==> src/rtl/noun_loader_pkg.sv <==
// Shared memory-bus constants for the noun loader: widths, function codes,
// loader error codes and the loader state encoding.
package noun_loader_pkg;

    localparam int MEM_ADDR_W = 10;
    localparam int MEM_DATA_W = 32;

    localparam logic [1:0] GET_CONTENTS = 2'd1;
    localparam logic [1:0] SET_CONTENTS = 2'd2;

    localparam logic [7:0] ERR_NONE       = 8'h00;
    localparam logic [7:0] ERR_OVERFLOW   = 8'h01;
    localparam logic [7:0] ERR_EARLY_WORD = 8'h02;

    typedef enum logic [2:0] {
        S_IDLE      = 3'd0,
        S_WAIT_WORD = 3'd1,
        S_WRITE     = 3'd2,
        S_WAIT_ACK  = 3'd3,
        S_DONE      = 3'd4,
        S_ERROR     = 3'd5
    } state_t;

endpackage

==> src/rtl/noun_loader.sv <==
// Streams noun words into consecutive memory addresses starting at BASE_ADDR,
// then hands the memory bus to the traversal engine.
module noun_loader
    import noun_loader_pkg::*;
#(
    parameter int                ADDR_W    = MEM_ADDR_W,
    parameter int                DATA_W    = MEM_DATA_W,
    parameter logic [ADDR_W-1:0] BASE_ADDR = '0,
    // The all-ones address is the traversal end sentinel, so never write it.
    parameter logic [ADDR_W-1:0] MAX_ADDR  = ADDR_W'(2 ** ADDR_W - 2)
) (
    input  logic              clk,
    input  logic              rst,
    input  logic              load_start,
    input  logic              in_valid,
    output logic              in_ready,
    input  logic [DATA_W-1:0] in_data,
    input  logic              in_last,
    output logic              mem_execute,
    output logic [1:0]        mem_func,
    output logic [ADDR_W-1:0] address,
    output logic [DATA_W-1:0] write_data,
    input  logic              mem_ready,
    output logic              mux_controller,
    output logic [ADDR_W-1:0] start_addr,
    output logic              execute,
    output logic [ADDR_W:0]   word_count,
    output logic [7:0]        error
);

    state_t state, state_nxt;
    logic   last_q;

    always_ff @(posedge clk or posedge rst) begin
        if (rst) state <= S_IDLE;
        else     state <= state_nxt;
    end

    always_comb begin
        state_nxt = state;
        case (state)
            S_IDLE:      if (load_start) state_nxt = S_WAIT_WORD;
            S_WAIT_WORD: if (in_valid)   state_nxt = S_WRITE;
            S_WRITE:     state_nxt = S_WAIT_ACK;
            S_WAIT_ACK: begin
                if (mem_ready) begin
                    if (last_q)                    state_nxt = S_DONE;
                    else if (address == MAX_ADDR)  state_nxt = S_ERROR;
                    else                           state_nxt = S_WAIT_WORD;
                end
            end
            S_DONE, S_ERROR: state_nxt = state;
            default:         state_nxt = S_IDLE;
        endcase
    end

    // Bus controls decode straight from state so reset drops them immediately.
    always_comb begin
        in_ready       = 1'b0;
        mem_execute    = 1'b0;
        mem_func       = 2'd0;
        mux_controller = 1'b0;
        execute        = 1'b0;
        case (state)
            S_WAIT_WORD: begin
                in_ready       = 1'b1;
                mux_controller = 1'b1;
            end
            S_WRITE: begin
                mem_execute    = 1'b1;
                mem_func       = SET_CONTENTS;
                mux_controller = 1'b1;
            end
            S_WAIT_ACK: mux_controller = 1'b1;
            S_ERROR:    mux_controller = 1'b1;
            S_DONE:     execute        = 1'b1;
            default: ;
        endcase
    end

    assign start_addr = BASE_ADDR;

    always_ff @(posedge clk or posedge rst) begin
        if (rst) begin
            address    <= BASE_ADDR;
            write_data <= '0;
            last_q     <= 1'b0;
            word_count <= '0;
            error      <= ERR_NONE;
        end else begin
            case (state)
                S_IDLE: begin
                    if (load_start) begin
                        address    <= BASE_ADDR;
                        word_count <= '0;
                        error      <= ERR_NONE;
                    end else if (in_valid) begin
                        error <= ERR_EARLY_WORD;
                    end
                end
                S_WAIT_WORD: begin
                    if (in_valid) begin
                        write_data <= in_data;
                        last_q     <= in_last;
                    end
                end
                S_WAIT_ACK: begin
                    if (mem_ready) begin
                        word_count <= word_count + (ADDR_W + 1)'(1);
                        if (!last_q) begin
                            if (address == MAX_ADDR) error   <= ERR_OVERFLOW;
                            else                     address <= address + ADDR_W'(1);
                        end
                    end
                end
                default: ;
            endcase
        end
    end

endmodule

==> config.mk <==
export PLATFORM = sky130hd
export DESIGN_NAME = noun_loader
export DESIGN_NICKNAME = d
export VERILOG_FILES = /design/src/rtl/noun_loader_pkg.sv /design/src/rtl/noun_loader.sv
export SDC_FILE = /design/constraint.sdc
export NUM_CORES = 1
export LEC_CHECK = 0
export CAP_MARGIN = 20
export CELL_PAD_IN_SITES_DETAIL_PLACEMENT = 1
export CELL_PAD_IN_SITES_GLOBAL_PLACEMENT = 2
export CORE_MARGIN = 2
export CORE_UTILIZATION = 27
export DETAILED_ROUTE_END_ITERATION = 10
export PLACE_DENSITY = 0.87
export SLEW_MARGIN = 20
export SYNTH_ARGS = -nofsm -noshare
export SYNTH_HDL_FRONTEND = slang
export SYNTH_SLANG_ARGS = --single-unit
==> constraint.sdc <==
create_clock -name clk -period 2.64 [get_ports clk]
set_input_delay 0.528 -clock clk [delete_from_list [all_inputs] [get_ports clk]]
set_output_delay 0.528 -clock clk [all_outputs]
set_load 0.02 [all_outputs]
# After elaboration in Yosys (flattened, before gate mapping)
# Cells that the tools add are included.
classes:
  n_addsub: 2
  n_eq_ne: 13
  n_mux: 25
  n_bitwise: 1
  n_reduce_logical: 9
op_table:
  columns: ["op", "n"]
  rows:
  - ["2-to-1 mux 10 bit", 4]
  - ["2-to-1 mux 8 bit", 5]
  - ["2-to-1 mux 11 bit", 2]
  - ["case mux 11 bit (2 select lines)", 1]
  - ["case mux 10 bit (2 select lines)", 1]
  - ["case mux 8 bit (2 select lines)", 1]
  - ["2-to-1 mux 3 bit", 5]
  - ["case mux 3 bit (5 select lines)", 1]
  - ["!= test 2 bit (second input constant)", 6]
  - ["adder 11 x 1 -> 11 bit (second input constant)", 1]
  - ["adder 10 x 1 -> 10 bit (second input constant)", 1]
  - ["equality test 10 bit (second input constant)", 1]
  - ["AND reduction 5 bit", 2]
  - ["equality test 3 x 2 -> 1 bit (second input constant)", 2]
  - ["equality test 3 bit (second input constant)", 2]
  - ["2-to-1 mux 1 bit", 4]
  - ["AND reduction 4 bit", 1]
  - ["OR reduction 4 bit", 1]
  - ["equality test 3 x 1 -> 1 bit (second input constant)", 1]
  - ["logical NOT 3 bit", 1]
  - ["!= test 3 bit (second input constant)", 1]
  - ["AND reduction 3 bit", 1]
  - ["2-to-1 mux 2 bit", 1]
  - ["AND reduction 2 bit", 1]
  - ["3 further kinds", 3]
totals:
  reg_bits: 65
  input_bits: 38
  wordCells: 56

# Logic depth before layout (Yosys ltp)
# Gate-level depths: netlist of run 1.
depth:
  ltp_word: 5
  ltp_mapped: 7
  mapped_depth_nobuf: 6

# Worst setup path before layout of run 1
# No wires, ideal clock.
synth_timing:
  path_kind: "register to register"
  from: "register address[0]"
  to: "register address[1]"
  setup_ns: 0.125
  arrival_time_ns: 1.834
  t_required_ns: 2.515
  path_slack_ns: 0.680
  stages_incl_launch_ff: 8
  n_path_buf: 1
  period_less_slack_ns: 1.960
  path_cell_list: "dfrtp_1 -> inv_1 -> ha_1 -> nand2_1 -> o41ai_4 -> nand2b_1 -> buf_6 -> mux2_4"
synth_via:
  elab_chain_cells: 5
  word_cells_on_any_way: 8
  cone_classes: "1 x add/sub; 2 x eq/ne; 4 x mux; 1 x reduce/logical"
synth_lines:
  columns: ["element", "line", "rtl"]
  rows:
  - ["start: declaration", "noun_loader.sv:21", "output logic [ADDR_W-1:0] address,"]
  - ["start signal: assignment", "noun_loader.sv:112", "else address <= address + ADDR_W'(1);"]
  - ["adder 10 x 1 -> 10 bit", "noun_loader.sv:112", null]
  - ["2-to-1 mux 10 bit", "noun_loader.sv:111", "if (address == MAX_ADDR) error <= ERR_OVERFLOW;"]
  - ["2-to-1 mux 10 bit", "noun_loader.sv:110", "if (!last_q) begin"]
  - ["2-to-1 mux 10 bit", "noun_loader.sv:108", "if (mem_ready) begin"]
  - ["case mux 10 bit (2 select lines)", "noun_loader.sv:91", "case (state)"]
# Parallel ways exist; a longest one is shown, timed or not. The select of a mux whose other input is x is not followed.
# A chain may end at the register's enable or synchronous reset.

# Worst setup path after layout of run 1
layout_timing:
  from: "register state[2]"
  to: "output mem_execute"
layout_via:
  elab_chain_cells: 2
layout_lines:
  columns: ["element", "line", "rtl"]
  rows:
  - ["start: declaration", "noun_loader.sv:31", "state_t state, state_nxt;"]
  - ["start signal: assignment", "noun_loader.sv:36", "else state <= state_nxt;"]
  - ["equality test 3 x 2 -> 1 bit", "noun_loader.sv:64", "case (state)"]
  - ["2-to-1 mux 1 bit", "noun_loader.sv:64", null]
  - ["end: declaration", "noun_loader.sv:19", "output logic mem_execute,"]
# Every way passes these cells.

==> impl_metrics.csv, run 1 <==
group,metric,value,unit
run_status,outcome,"finished clean",
route,routedWlPerCell,15.32,um
timing,finalSetupViolCount,0,
yosys,ys_seq_area_share,49.19,%
placed_design,gp_congestion,0.7282,
pwr,p_sw_share,25.13,%
die,initial_core_util,27.69,%
route,wl_met1,3147,um
cts,cts_buffers,9,
placed_design,dp_hpwl,5785,um
route,num_vias,2428,
die,pin_count,115,
setup_path,cp_slowest_stage_delay,630,ps
cts,h-tree-depth,3,
die,die-width,109.4,um
route,top_layer,"met4",
die,coreArea,0.01084,mm2
setup_path,path_class,"reg -> out",
cts,postCtsSetupBuffers,0,
yosys,ys_warn_count,0,
setup_path,end_kind,"output port",
setup_path,critical_path.startpoint,"state[2]",
route,drt_iter0_drc,61,
yosys,yosysTopAreaCell,"dfrtp_1",
yosys,synth_edf_count,0,
yosys,ys.flop_type,"dfrtp_1",
pwr,comb_power_share,11.1,%
cts,cts_root_buf,"clkbuf_8",
setup_path,reg2reg_from,"address[0]",
timing,rsz0062_at_grt,"no",
layout,regArea,0.001476,mm2
global_routing,grt_max_degree,60,
route,met2WireLength,3915,um
route,routed_via_density,4.724,
setup_path,critical_path.max_fanout,13,
cts,clkSinkCount,59,
yosys,syn-cell-area,0.003002,mm2
pwr,intPower,1.475,mW
flow_run,drv_cap,0,
die,die-area,0.01198,mm2
timing,fin_hold_ws,484.4,ps
timing,fin_crit,2375,ps
placed_design,io_buffer_count,97,
yosys,async_flop_share,100.0,%
cts,clock_path_buffers,2,
route,drt_pass1_iterations,4,
route,drcViolationCount,0,
timing,max_clock_freq,421.0,MHz
global_routing,grtUsageTotal,14.08,%
yosys,synth_top_cell_area_share,49.19,%
die,rows,38,
setup_path,path_buf_inv,1,
cts,postCtsResizedCells,0,
layout,syn_to_final_growth,42.48,%
yosys,synth_cells,269,
pwr,switchingPower,495.2,uW
setup_path,startpoint_type,"register",
cts,clkLatencyLatePin,330,ps
route,wl_met3,694,um
yosys,syn_avg_cell_area,11.16,um2
pwr,clockPowerShare,40.8,%
global_routing,grt_pass1_wl,13060,um
setup_path,arrival,1850,ps
pwr,power_frac_seq,48.0,%
setup_path,critPathTopFamily,"buffers and inverters",
pwr,p_leak,1.875,nW
yosys,ys_ff_latch,59,
setup_path,cpMaxStageDelayCell,"clkdlybuf4s50_1",
timing,post-route-period-util,89.96,%
cts,path_clk_slew,70,ps
pwr,ir_worst_vdd,245.7,uV
layout,nets,410,
layout,antennaDiodeCount,0,
layout,multiInputGateArea,0.001369,mm2
global_routing,overflow,0,
timing,final-max-slew-violation-count,0,
yosys,synthTopCellsByArea,"dfrtp_1 (49%), mux2_1 (14%), buf_4 (5.0%)",
global_routing,antenna_found_initial,0,
timing,finalSetupTns,0,ps
setup_path,cp.required,2110,ps
layout,drive_gt1_share,8.556,%
cts,cts_tree,"built",
global_routing,first_global_vias,2602,
pwr,power_density,460.8,mW/mm2
yosys,synth_cell_type_count,49,
timing,finalHoldViolations,0,
route,final_antenna_net_count,0,
min_path,min_from,"write_data[7]",
die,chipHeight,109.4,um
route,routed_wl,7877,um
timing,finalClockSkew,4.717,ps
layout,filler_cell_count,1228,
setup_path,crit_chain,"nand2b_1, nor2_1, clkdlybuf4s50_1",
min_path,min_path_type,"reg -> reg",
cts,cts_hold_buffers,0,
synth_stat cells, types with 2 or more instances:
cell      count
a21o_1        2
a21oi_1       5
a41oi_1       2
and2_1        3
and3_1        5
and3b_1       2
buf_2         7
buf_4        20
clkbuf_1      3
dfrtp_1      59
ha_1          3
inv_1         4
mux2_1       36
nand2_1      18
nand2b_1      8
nand3_1       9
nand4b_1      2
nor2_1       12
nor3_1       12
o21ai_0       6
o21ai_1      14
o22a_1        6
o31ai_1       4
or3_1         2
power by group through the flow:
stage          Clock [mW]  Combinational [mW]  Sequential (mW)
2_1_floorplan           0              0.0782            0.995
6_report            0.804               0.220            0.947
4_1_cts             0.841               0.223            0.947
5_1_grt             0.883               0.235            0.950
3_5_place_dp            0               0.222            0.964
3_3_place_gp            0               0.218            0.962
cell usage in the layout (no fill, tap or decap), types with 6 or more instances in the layout:
cell,Yosys,final
o21ai_1,14,14
nand2_1,18,18
clkdlybuf4s50_1,0,97
nand3_1,9,9
clkbuf_8,0,9
conb_1,1,17
o21ai_0,6,6
mux2_1,36,36
o22a_1,6,6
dfrtp_1,59,59
nor3_1,12,12
nand2b_1,8,8
nor2_1,12,12
final cells by class:
type,count,share of cell area [%]
Tap cell,140,4.096
Clock buffer,9,2.896
Sequential cell,59,34.52
Inverter,4,0.3511
Timing Repair Buffer,104,24.52
Clock inverter,7,1.609
Multi-Input combinational cell,191,32.01
stage by stage:
step           util (%)  area, um2  total power, mW  setup slack [ps]  instances
4_1_cts           39.45       4277            2.011             213.7        514
5_1_grt           39.45       4277            2.069             126.2        514
3_3_place_gp      37.67       4084            1.180             386.3        498
6_report          39.45       4277            1.971             265.0        514
3_5_place_dp      37.67       4084            1.186             321.8        498
2_1_floorplan         -       3062            1.073             655.7        285
path summary, 6_finish.rpt:
path	to	slack, ps	cells past startpoint
hold reg to reg	write_data[7]	480	1
max in group asynchronous	address[4]	1810	3
setup reg to reg	address[1]	610	6
setup / recovery	mem_execute	260	3
hold / removal	write_data[7]	480	1
min in group asynchronous	write_data[11]	570	3
sequential cells by signal, indices dropped and copies added (netlist names):
signal and count:
state 3, write_data 32, address 10, last_q 1
error 2, word_count 11
worst reg2reg max path: cells and delay by family, from the launching register on:
kind            cells  cell delay [ps]
simple gates        2              530
flops               1              470
compound gates      1              340
mux                 1              340
fa+ha+maj           1              150
buf+inv             1               90
cell families after synthesis:
family	Yosys count	share of synthesized area (%)
AND/OR/NAND/NOR	84	15.84
flip-flops	59	49.19
AO/OA/AOI/OAI	49	11.63
multiplexers	37	14.01
buffers and inverters	35	7.419
adder cells (fa/ha/maj)	3	1.251
other	1	0.1249
XOR/XNOR	1	0.5420
per-layer routing:
layer | track usage [%] | vias to the layer above
met2 | 23.90 | 79
met3 | 5.276 | 11
met5 | 0 | -
li1 | - | 1133
met4 | 6.058 | 0
met1 | 15.78 | 1205
No activity file was read; power rests on OpenSTA's default activity.
==> inputs of run 2 (changes only) <==
--- a/config.mk
+++ b/config.mk
@@ -10,7 +10,8 @@
 export CELL_PAD_IN_SITES_GLOBAL_PLACEMENT = 2
 export CORE_MARGIN = 2
-export CORE_UTILIZATION = 27
+export CORE_UTILIZATION = 28
+export CTS_BUF_LIST = sky130_fd_sc_hd__clkbuf_8
 export DETAILED_ROUTE_END_ITERATION = 10
-export PLACE_DENSITY = 0.87
+export PLACE_DENSITY = 0.89
 export SLEW_MARGIN = 20
 export SYNTH_ARGS = -nofsm -noshare
==> constraint.sdc (replaced) <==
create_clock -name clk -period 2.64 [get_ports clk]
set_input_delay 0.528 -clock clk [delete_from_list [all_inputs] [get_ports clk]]
set_output_delay 0.528 -clock clk [all_outputs]
set_load 0.1 [all_outputs]
==> run 2 against run 1 <==
Effect of this change:
- design area fell by 2.0%
- clock power rose by 4.0%
- core utilization increased by 0.97 points
- sequential power hardly changed
- die area decreased by 3.4%
- wire length is 0.60% lower
- hold slack worse by 0.98 ps
- fmax rose by 7.5%
- global-route usage up 0.33 points
- clock-buffer cell count unchanged
- via count decreased by 0.78%
- critical path type unchanged
==> impl_metrics.csv, run 2 (synthesized netlist as in run 1, its figures left out) <==
group,metric,value,unit
placed_design,gp_congestion,0.7478,
pwr,power_density,534.4,mW/mm2
layout,nets,409,
setup_path,arrival,1680,ps
route,num_vias,2409,
layout,filler_cell_count,1171,
setup_path,path_class,"reg -> out",
setup_path,r2r_end,"address[1]",
cts,clkLatencyLatePin,340,ps
setup_path,cpMaxStageDelayCell,"dfrtp_1",
timing,finalSetupViolCount,0,
route,drcViolationCount,0,
timing,final-max-slew-violation-count,0,
setup_path,reg2reg_from,"address[0]",
setup_path,cp_slowest_stage_delay,500,ps
cts,cts_root_buf,"clkbuf_8",
timing,post-route-period-util,83.71,%
cts,cts_tree,"built",
cts,postCtsSetupBuffers,0,
route,routed_via_density,4.733,
layout,drive_gt1_share,24.93,%
flow_run,drv_cap,0,
setup_path,end_kind,"output port",
die,chipHeight,107.5,um
timing,finalClockSkew,14.55,ps
timing,max_clock_freq,452.5,MHz
global_routing,grt_max_degree,45,
layout,syn_to_final_growth,39.64,%
cts,clock_path_buffers,2,
layout,reg.largest.list,"write_data (32), word_count (11), address (10)",
setup_path,path_buf_inv,2,
layout,most-common-layout-cells,"dfrtp_1 (59), buf_4 (59), clkdlybuf4s50_1 (37)",
timing,rsz0062_at_grt,"no",
timing,fin_crit,2210,ps
setup_path,critical_path.startpoint,"state[1]",
run_status,outcome,"finished clean",
global_routing,first_global_vias,2542,
timing,slew-limit-headroom,65.80,%
timing,finalHoldViolations,0,
layout,top_register,"write_data",
placed_design,io_buffer_count,97,
die,coreArea,0.01037,mm2
layout,largest_reg_flops,32,
timing,finalSetupTns,0,ps
setup_path,ff2ff_path_depth,6,
timing,fin_hold_ws,483.4,ps
die,rows,37,
cts,postCtsResizedCells,0,
placed_design,dp_hpwl,5757,um
global_routing,overflow,0,
cts,cts_buffers,9,
min_path,min_path_type,"in -> async",
cts,path_clk_slew,80,ps
global_routing,grt_pass1_wl,12870,um
setup_path,critical_path.max_fanout,17,
global_routing,grtUsageTotal,14.41,%
setup_path,cp.required,2110,ps
pwr,ir_worst_vdd,277.6,uV
die,die-area,0.01156,mm2
die,initial_core_util,28.95,%
route,drt_pass1_iterations,4,
die,die-width,107.5,um
setup_path,reg2reg_slack,530,ps
die,pin_count,115,
pwr,power,2.240,mW
setup_path,crit_chain,"buf_4, nand2b_1, nor2_2, buf_12",
setup_path,critPathTopFamily,"flip-flops",
route,routedWlPerCell,15.38,um
layout,antennaDiodeCount,0,
timing,worst_pin_slew,511.2,ps
route,final_antenna_net_count,0,
setup_path,startpoint_type,"register",
cts,cts_hold_buffers,0,
cts,clkSinkCount,59,
setup_path,cp-endpoint,"mem_execute",
setup_path,cp.depth,4,
pwr,p_leak,1.977,nW
route,drt_iter0_drc,83,
global_routing,antenna_found_initial,0,
layout,final_core_util,40.42,%
route,routed_wl,7830,um
cts,h-tree-depth,3,
[run 2: cell count changes in the layout (fill, tap and decap cells not counted), moves of 2 or more]
cell             delta
clkdlybuf4s50_1    -60
buf_12              +5
buf_4              +54
clkinvlp_4          +2
clkinv_2            -3
[run 2: worst min path at each step]
stage / endpoint / slack [ps] / cells after the start
floorplan: last_q / 510 / 1
global placement: write_data[8] / 470 / 1
detailed placement: write_data[29] / 480 / 1
CTS: write_data[17] / 480 / 2
global route: write_data[13] / 510 / 2
finish: write_data[12] / 480 / 2
[run 2: cell type report]
cell class	instances	area, um2	share of cell area (%)
Sequential cell	59	1476	35.22
Multi-Input combinational cell	191	1375	32.81
Timing Repair Buffer	103	953.4	22.75
Tap cell	136	170.2	4.060
Clock buffer	9	123.9	2.955
Clock inverter	7	77.57	1.851
Inverter	4	15.01	0.3582
[run 2: per-stage QoR]
| stage | setup WS (ps) | instances | area [um2] |
|---|---|---|---|
| finish | 430.0 | 509 | 4192 |
| global route | 306.5 | 509 | 4192 |
| CTS | 394.9 | 509 | 4192 |
| detailed placement | 366.5 | 493 | 3990 |
| global placement | 393.8 | 493 | 3990 |
| floorplan | 87.51 | 285 | 3068 |
[run 2: per-layer routing]
metal | vias up | global-route usage (%) | wire [um]
li1 | 1131 | - | -
met5 | - | 0 | 0
met1 | 1194 | 16.55 | 3195
met4 | 0 | 4.945 | 72
met3 | 6 | 5.690 | 631
met2 | 78 | 24.35 | 3931
[run 2: worst reg2reg max path: cells and delay by family, from the launching register on]
kind	cells	cell delay (ps)
compound gates	1	560
flops	1	470
simple gates	2	410
mux	1	330
fa+ha+maj	1	150
buf+inv	1	90
[run 2: power breakdown]
group          leakage (nW)  switching (mW)  internal (mW)  total [mW]
clock                0.0881           0.397          0.440       0.836
combinational          1.11           0.356          0.101       0.457
sequential            0.774          0.0159          0.931       0.947
total                  1.98           0.768           1.47        2.24
